[src/rtl/lsu_pkg.sv]
// Shared types and constants for the 16-bit load/store unit.
package lsu_pkg;

  // Access sequencing: accept in IDLE, wait on memory in BUSY, report in DONE.
  typedef enum logic [1:0] {
    IDLE = 2'd0,
    BUSY = 2'd1,
    DONE = 2'd2
  } lsu_state_e;

  // Little-endian byte enables: bit 0 = low byte, bit 1 = high byte.
  localparam logic [1:0] BE_WORD = 2'b11;
  localparam logic [1:0] BE_LO   = 2'b01;
  localparam logic [1:0] BE_HI   = 2'b10;

  // Byte-enable pattern for an access of the given size at the given byte offset.
  function automatic logic [1:0] lane_be(input logic is_byte, input logic addr_lsb);
    if (!is_byte) begin
      return BE_WORD;
    end
    return addr_lsb ? BE_HI : BE_LO;
  endfunction

endpackage : lsu_pkg

[src/rtl/lsu_load_align.sv]
// Load data alignment: picks the addressed byte lane and extends it to a
// full word, or passes a word load through unchanged.
module lsu_load_align
  import lsu_pkg::*;
(
  input  logic [15:0] mem_rdata,
  input  logic        addr_lsb,
  input  logic        is_byte,
  input  logic        is_signed,
  output logic [15:0] result
);

  logic [7:0] lane;

  assign lane = addr_lsb ? mem_rdata[15:8] : mem_rdata[7:0];

  // Extend the selected lane (or pass the whole word) to 16 bits.
  always_comb begin
    // NOTE: every branch assigns result; a missing else here would infer a latch.
    if (!is_byte) begin
      result = mem_rdata;
    end else if (is_signed) begin
      result = {{8{lane[7]}}, lane};
    end else begin
      result = {8'h00, lane};
    end
  end

endmodule : lsu_load_align

[src/rtl/lsu_16.sv]
// MEM-stage load/store unit: runs a valid/ack handshake with data memory,
// stalls the pipeline while the access is outstanding, aborts after a
// bounded wait and returns aligned, extended load data.
module lsu_16
  import lsu_pkg::*;
#(
  parameter int DATA_WIDTH = 16,
  parameter int ADDR_WIDTH = 16,
  parameter int TIMEOUT    = 15
) (
  input  logic                  clk,
  input  logic                  rst,
  input  logic                  req_valid,
  input  logic                  req_we,
  input  logic                  req_byte,
  input  logic                  req_signed,
  input  logic [ADDR_WIDTH-1:0] req_addr,
  input  logic [DATA_WIDTH-1:0] req_wdata,
  output logic                  stall,
  output logic [DATA_WIDTH-1:0] rdata,
  output logic                  rdata_valid,
  output logic                  misalign,
  output logic                  bus_err,
  output logic                  mem_req,
  output logic                  mem_we,
  output logic [ADDR_WIDTH-1:0] mem_addr,
  output logic [1:0]            mem_be,
  output logic [DATA_WIDTH-1:0] mem_wdata,
  input  logic                  mem_ack,
  input  logic [DATA_WIDTH-1:0] mem_rdata
);

  // Wait counter holds 1..TIMEOUT while BUSY; TIMEOUT is limited to 255.
  localparam logic [7:0] TIMEOUT_CNT = 8'(TIMEOUT);

  lsu_state_e            state_q, state_d;
  logic [7:0]            wait_cnt_q;
  logic                  addr_lsb_q;
  logic                  byte_q;
  logic                  signed_q;
  logic                  accept;
  logic                  complete;
  logic                  timeout;
  logic [DATA_WIDTH-1:0] load_data;

  lsu_load_align u_load_align (
    .mem_rdata (mem_rdata),
    .addr_lsb  (addr_lsb_q),
    .is_byte   (byte_q),
    .is_signed (signed_q),
    .result    (load_data)
  );

  // Next-state logic plus the two combinational outputs (stall, misalign).
  always_comb begin
    // NOTE: defaults first so every path drives every signal.
    state_d  = state_q;
    stall    = 1'b0;
    misalign = 1'b0;
    accept   = 1'b0;
    complete = 1'b0;
    timeout  = 1'b0;
    case (state_q)
      IDLE: begin
        if (req_valid) begin
          if (!req_byte && req_addr[0]) begin
            // Word access at an odd address is rejected without touching memory.
            misalign = 1'b1;
          end else begin
            stall   = 1'b1;
            accept  = 1'b1;
            state_d = BUSY;
          end
        end
      end
      BUSY: begin
        stall = 1'b1;
        if (mem_ack) begin
          complete = 1'b1;
          state_d  = DONE;
        end else if (wait_cnt_q == TIMEOUT_CNT) begin
          timeout = 1'b1;
          state_d = DONE;
        end
      end
      DONE: begin
        // The requesting instruction is still in MEM this cycle; req_valid is its own.
        state_d = IDLE;
      end
      default: begin
        state_d = IDLE;
      end
    endcase
  end

  // State register and wait counter.
  always_ff @(posedge clk) begin
    // NOTE: sequential state uses non-blocking assignments only.
    if (rst) begin
      state_q    <= IDLE;
      wait_cnt_q <= '0;
    end else begin
      state_q <= state_d;
      if (accept) begin
        wait_cnt_q <= 8'd1;
      end else if (state_q == BUSY && !mem_ack && !timeout) begin
        wait_cnt_q <= wait_cnt_q + 8'd1;
      end
    end
  end

  // Request capture, memory-side drive and completion reporting.
  always_ff @(posedge clk) begin
    if (rst) begin
      mem_req     <= 1'b0;
      mem_we      <= 1'b0;
      mem_addr    <= '0;
      mem_be      <= 2'b00;
      mem_wdata   <= '0;
      addr_lsb_q  <= 1'b0;
      byte_q      <= 1'b0;
      signed_q    <= 1'b0;
      rdata       <= '0;
      rdata_valid <= 1'b0;
      bus_err     <= 1'b0;
    end else begin
      rdata_valid <= complete;
      bus_err     <= timeout;

      if (accept) begin
        mem_req    <= 1'b1;
        mem_we     <= req_we;
        mem_addr   <= {req_addr[ADDR_WIDTH-1:1], 1'b0};
        mem_be     <= lane_be(req_byte, req_addr[0]);
        mem_wdata  <= req_byte ? {2{req_wdata[7:0]}} : req_wdata;
        addr_lsb_q <= req_addr[0];
        byte_q     <= req_byte;
        signed_q   <= req_signed;
      end else if (complete || timeout) begin
        mem_req <= 1'b0;
      end

      // Stores leave rdata alone; an aborted access of either kind clears it.
      if (complete && !mem_we) begin
        rdata <= load_data;
      end else if (timeout) begin
        rdata <= '0;
      end
    end
  end

endmodule : lsu_16
[config.mk]
export PLATFORM = sky130hd
export DESIGN_NAME = lsu_16
export DESIGN_NICKNAME = d
export VERILOG_FILES = /design/src/rtl/lsu_pkg.sv /design/src/rtl/lsu_load_align.sv /design/src/rtl/lsu_16.sv
export SDC_FILE = /design/constraint.sdc
export NUM_CORES = 1
export LEC_CHECK = 0
export CAP_MARGIN = 20
export CORE_ASPECT_RATIO = 0.7
export CORE_MARGIN = 10
export CORE_UTILIZATION = 23
export DETAILED_ROUTE_END_ITERATION = 10
export GPL_TIMING_DRIVEN = 0
export REMOVE_ABC_BUFFERS = 1
export SLEW_MARGIN = 15
export SYNTH_ARGS = -nofsm -noshare
export SYNTH_HDL_FRONTEND = slang
export SYNTH_SLANG_ARGS = --single-unit
[constraint.sdc]
create_clock -name clk -period 3.8 [get_ports clk]
set_input_delay 0.38 -clock clk [delete_from_list [all_inputs] [get_ports clk]]
set_output_delay 0.38 -clock clk [all_outputs]
set_load 0.005 [all_outputs]
### Word-level counts from Yosys, hierarchy flattened

Cells that the tools add are included.

* flip-flop bits (word level): 66
* latch bits: 0
* RAM bits: 0
* bits in read-only memories: 0
* memories: 0

* add/sub/neg operators: 1
* multiply operators: 0
* div/mod/pow operators: 0
* order comparisons: 0
* eq/ne operators: 5
* shifts and indexed selects: 0
* mux-type cells: 33
* bitwise operators: 0
* reductions and logical operators: 15

Operators with widths (number)
* 16-bit 2-to-1 mux: 5
* 1-bit 2-to-1 mux: 18
* 2-bit 2-to-1 mux: 7
* 8-bit by 1-bit adder with 8-bit output, second input constant: 1
* 8-bit by 4-bit == test with 1-bit output, second input constant: 1
* 8-bit 2-to-1 mux: 1
* 2-bit nonzero test: 3
* 1-bit logical AND: 4
* 1-bit logical NOT: 4
* 2-bit != test, second input constant: 2
* 2-bit one-hot mux with 2 select lines: 1
* 3-bit != test, second input constant: 1
* 3-bit AND reduction: 1
* 2-bit by 1-bit == test with 1-bit output, second input constant: 1
* 2-bit logical NOT: 1
* 1-bit one-hot mux with 2 select lines: 1
* 2-bit OR reduction: 1
* 1-bit logical OR: 1

### Depth between registers and ports, before layout

* depth after elaboration: 8
* depth in mapped cells: 7

### Modules after synthesis

Synthesis repeated with hierarchy kept, for this count alone.

* cells, all modules: 373
* area total of the unflattened synthesis: 3135.5 µm²

By module, submodules not included
* lsu_16: instances 1, cells an instance 343, area each 2912.8 µm², seq. area each 1321.3 µm²
* lsu_load_align: instances 1, cells an instance 30, area each 222.7 µm², seq. area each 0.0 µm²

### Worst setup path after synthesis

Ideal clock, no wire load.

* kind: in2reg
* start: input port rst
* end: register rdata[10]
* setup time: 0.070 ns
* data arrival time: 1.512 ns
* data required time: 3.730 ns
* path slack: 2.218 ns
* stages on the path: 6
* cells stage by stage: clkbuf_1 -> nand2b_1 -> or3_1 -> clkbuf_1 -> a21o_1 -> o2bb2ai_1

RTL lines
* start: declaration: RTL line lsu_16.sv:12 `input logic rst,`
* end signal: assignment: RTL line lsu_16.sv:145 `rdata <= load_data;`
* end: declaration: RTL line lsu_16.sv:20 `output logic [DATA_WIDTH-1:0] rdata,`

### Worst setup path after layout

* start: input port req_byte
* end: output port stall

* word-level cells in the longest chain between the ends: 5

RTL lines
* start: declaration: RTL line lsu_16.sv:15 `input logic req_byte,`
* 1-bit logical NOT
* 1-bit logical AND: RTL line lsu_16.sv:66 `if (!req_byte && req_addr[0]) begin`
* 1-bit 2-to-1 mux: RTL line lsu_16.sv:66
* 1-bit 2-to-1 mux: RTL line lsu_16.sv:65 `if (req_valid) begin`
* 1-bit one-hot mux with 2 select lines: RTL line lsu_16.sv:63 `case (state_q)`
* end: declaration: RTL line lsu_16.sv:19 `output logic stall,`

No other way between the ends.

==> summary.md <==
| Metric | Value |
|---|---|
| Port buffer count | `roughly 110` |
| Initial DRC Count | `80` |
| Startpoint Class | `primary input` |
| Area delta synth->final | `61.8%` |
| Largest family of logic cells by synthesized area | `simple AND/OR/NAND/NOR gates` |
| Final setup fails | `0` |
| Mux contribution to synthesized area | `roughly 7%` |
| Syn Area/Cell | `about 8.9 um2` |
| Leakage Power | `between 1.5 and 2 nW` |
| Max Cap Violations | `0` |
| R2R Path End | `wait_cnt_q[2]` |
| Top Ports | `approximately 110` |
| DRT Wirelength | `between 8 and 9 mm` |
| Final hold viol count | `0` |
| WL met2 | `~3.2 mm` |
| Tot Pwr | `roughly 1.9 mW` |
| Crit path kind | `primary input to output port` |
| Unrepaired setup endpoints after global routing | `no` |
| Synth Instances | `287` |
| VDD IR-drop max | `0.209 mV` |
| Post-route design area | `around 4100 um2` |
| First-pass GRT wire length | `approximately 13 mm` |
| Worst Tran Pin Value | `0.717 ns` |
| Max Clk Rate | `between 300 and 400 MHz` |
| Drt via density | `around 4.3` |
| Post-synth top area share | `between 50% and 60%` |
| Largest net degree at the start of global routing | `29` |
| CP endpoint kind | `output port` |
| CTS tree | `built` |
| Tot GR Track Use | `roughly a tenth` |
| Post-Synth XOR/XNOR Area | `between 1.5 and 2%` |
| Clk sinks | `66` |
| Core ar. | `10900 um2` |
| Status | `complete, no violations` |
| Die extent in x | `approximately 150 um` |
| Max_slew headroom | `a little over half` |
| Worst Hold Launch | `mem_wdata[5]` |
| Worst-Skew Late Latency | `about 0.33 ns` |
| Die height | `roughly 110 um` |
| Nets | `between 400 and 500` |
| DRC violations left | `0` |
| Final max-slew violation count | `0` |
| Die ar. | `roughly 16000 um2` |
| Worst-case clock buffer depth | `2` |
| Grt ovf | `0` |
| Finished Layout Cells | `between 500 and 600` |
| Power per standard cell area | `between 400 and 500 nW/um2` |
| Synth area leaders | `dfxtp_1 (52%), nand2_1 (8.4%), a21oi_1 (7.0%)` |
| DR vias | `between 2000 and 2500` |
| Ys flop type | `dfxtp_1` |
| Most common cell after layout, fill and taps aside | `clkdlybuf4s50_1` |
| Cts bufs inserted | `9` |
| DP Area | `roughly 3800 um2` |
| Pre-Repair DR Iteration Count | `4` |
| Hold path endpoint | `mem_wdata[5]` |
| Worst r2r src | `state_q[1]` |
| Post-synthesis cell type count | `32` |
| CTS Hold Bufs | `0` |
| H-tree depth | `3` |
| R2R Setup Slk | `around 1.8 ns` |
| Area share of fa/ha/maj cells after synthesis | `less than 1%` |
| Commonest cells after routing, fill and taps aside | `clkdlybuf4s50_1 (108), dfxtp_1 (66), nand2_1 (57), a21oi_1 (36), nor2_1 (28)` |
| FF-to-FF path depth | `5` |
| Fraction of layout cells with a size suffix above 1 | `~6%` |
| Mapped Area | `about 2600 um2` |
| Routed wl met3 | `around 1.1 mm` |
| Clock Skews | `a little under 0.005 ns` |
| Post-synth EDFFs | `0` |
| Fin util | `about 38%` |
| #FFs+latches synth | `66` |
| RD Place Congestion | `approximately 0.71` |
| Final antenna-violating net count | `0` |
| CP max FO | `12` |
| Worst Path Arrival | `approximately 2.4 ns` |
| Diode count | `0` |
| Async set-or-reset flop fraction in the synthesized netlist | `0%` |
| Cell taking the most area after synthesis | `dfxtp_1` |
| Top Layer Used | `met4` |
| Hold Path Class | `flip-flop to flip-flop` |
| WL/cell | `around 15 um` |
| Antenna violations before repair | `0` |
| Post-CTS sizing | `0` |
| Wl on met1 | `about 4 mm` |
| # rows | `32` |
| DP HPWL | `6.17 mm` |
| Setup_tns | `0 ns` |
| Sequential area share after synthesis | `51.6%` |
| Fin crit period | `approximately 2.7 ns` |
| WP data required | `about 3.4 ns` |
| Vias in the first global route | `approximately 2400` |
| DP Cell Count | `approximately 530` |
| Synth Area in Simple Gates | `17.9%` |
| Period utilization | `71.9%` |
| WHS Path Cells | `2` |
| Post-CTS Setup Inserts | `0` |
| Root Driver | `clkbuf_16` |
| Total number of yosys warnings | `0` |
| Clock transition at path regs | `roughly 0.050 ns` |
| Compound-Gate Fraction of Synth Area | `17.7%` |
| Starting Density | `23.4%` |
==> stage by stage <==
step	setup slack, ns	hold slack (ns)
final	1.07	0.455
after global routing	0.967	0.468
after CTS	1.03	0.457
after detailed placement	0.925	0.448
after global placement	0.498	0.443
after floorplan	1.93	0.431
==> cells by family after synthesis <==
kind of cell | count (synthesis)
simple gates | 106
compound gates | 70
flops | 66
buf+inv | 20
mux | 18
xor+xnor | 5
fa+ha+maj | 1
other cells | 1
==> how the worst max path moves through the flow <==
stage | cells after the start | end | startpoint
global route | 5 | stall | req_byte
detailed placement | 6 | wait_cnt_q[2] | req_byte
finish | 5 | stall | req_byte
global placement | 5 | wait_cnt_q[2] | req_byte
CTS | 5 | stall | req_byte
floorplan | 4 | mem_be[1] | req_valid
==> flip-flops by register name, summed over array words and instances (netlist names) <==
| register | flops |
|---|---|
| mem_wdata | 16 |
| rdata | 16 |
| mem_addr | 15 |
| wait_cnt_q | 8 |
| mem_be | 2 |
| state_q | 2 |
| addr_lsb_q | 1 |
| bus_err | 1 |
| byte_q | 1 |
| mem_req | 1 |
| mem_we | 1 |
| rdata_valid | 1 |
| signed_q | 1 |
==> worst max-delay path, stage by stage <==
cell	delay, ns
clkdlybuf4s50_1	0.93
nand2b_1	0.27
a21oi_1	0.09
nor2_1	0.14
clkdlybuf4s50_1	0.53
==> synth_stat cells, types with 2 or more instances <==
library cell,instances
mux2i_1,17
o21ai_0,3
a211oi_1,10
a21oi_1,36
nor4_1,2
nand2_1,57
o2bb2ai_1,16
dfxtp_1,66
xnor2_1,4
buf_2,6
nand2b_1,4
nor2_1,28
nand3_1,2
nor3_1,4
clkbuf_1,11
a21o_1,3
or4_1,2
buf_1,2
==> metal layers <==
metal | track usage (%) | vias up
li1 | - | 1201
met4 | 3.42 | 0
met2 | 14.4 | 97
met5 | 0 | -
met1 | 13.2 | 1064
met3 | 7.35 | 11
==> where the power goes <==
group / total, mW / leakage (nW) / internal [mW] / switching, mW
clock: 0.847 / 0.152 / 0.557 / 0.291
combinational: 0.266 / 0.854 / 0.155 / 0.111
sequential: 0.754 / 0.539 / 0.731 / 0.0232
total: 1.87 / 1.55 / 1.44 / 0.424
==> cell type report <==
type                    count  area [um2]
fillers                  1104        6790
flip-flops and latches     66        1320
repair buffers            112        1170
multi-input cells         201        1150
clock buffers              13         270
well taps                 153         191
clock inverters             2        35.0
Note: power is estimated with default switching activity, not from simulation.
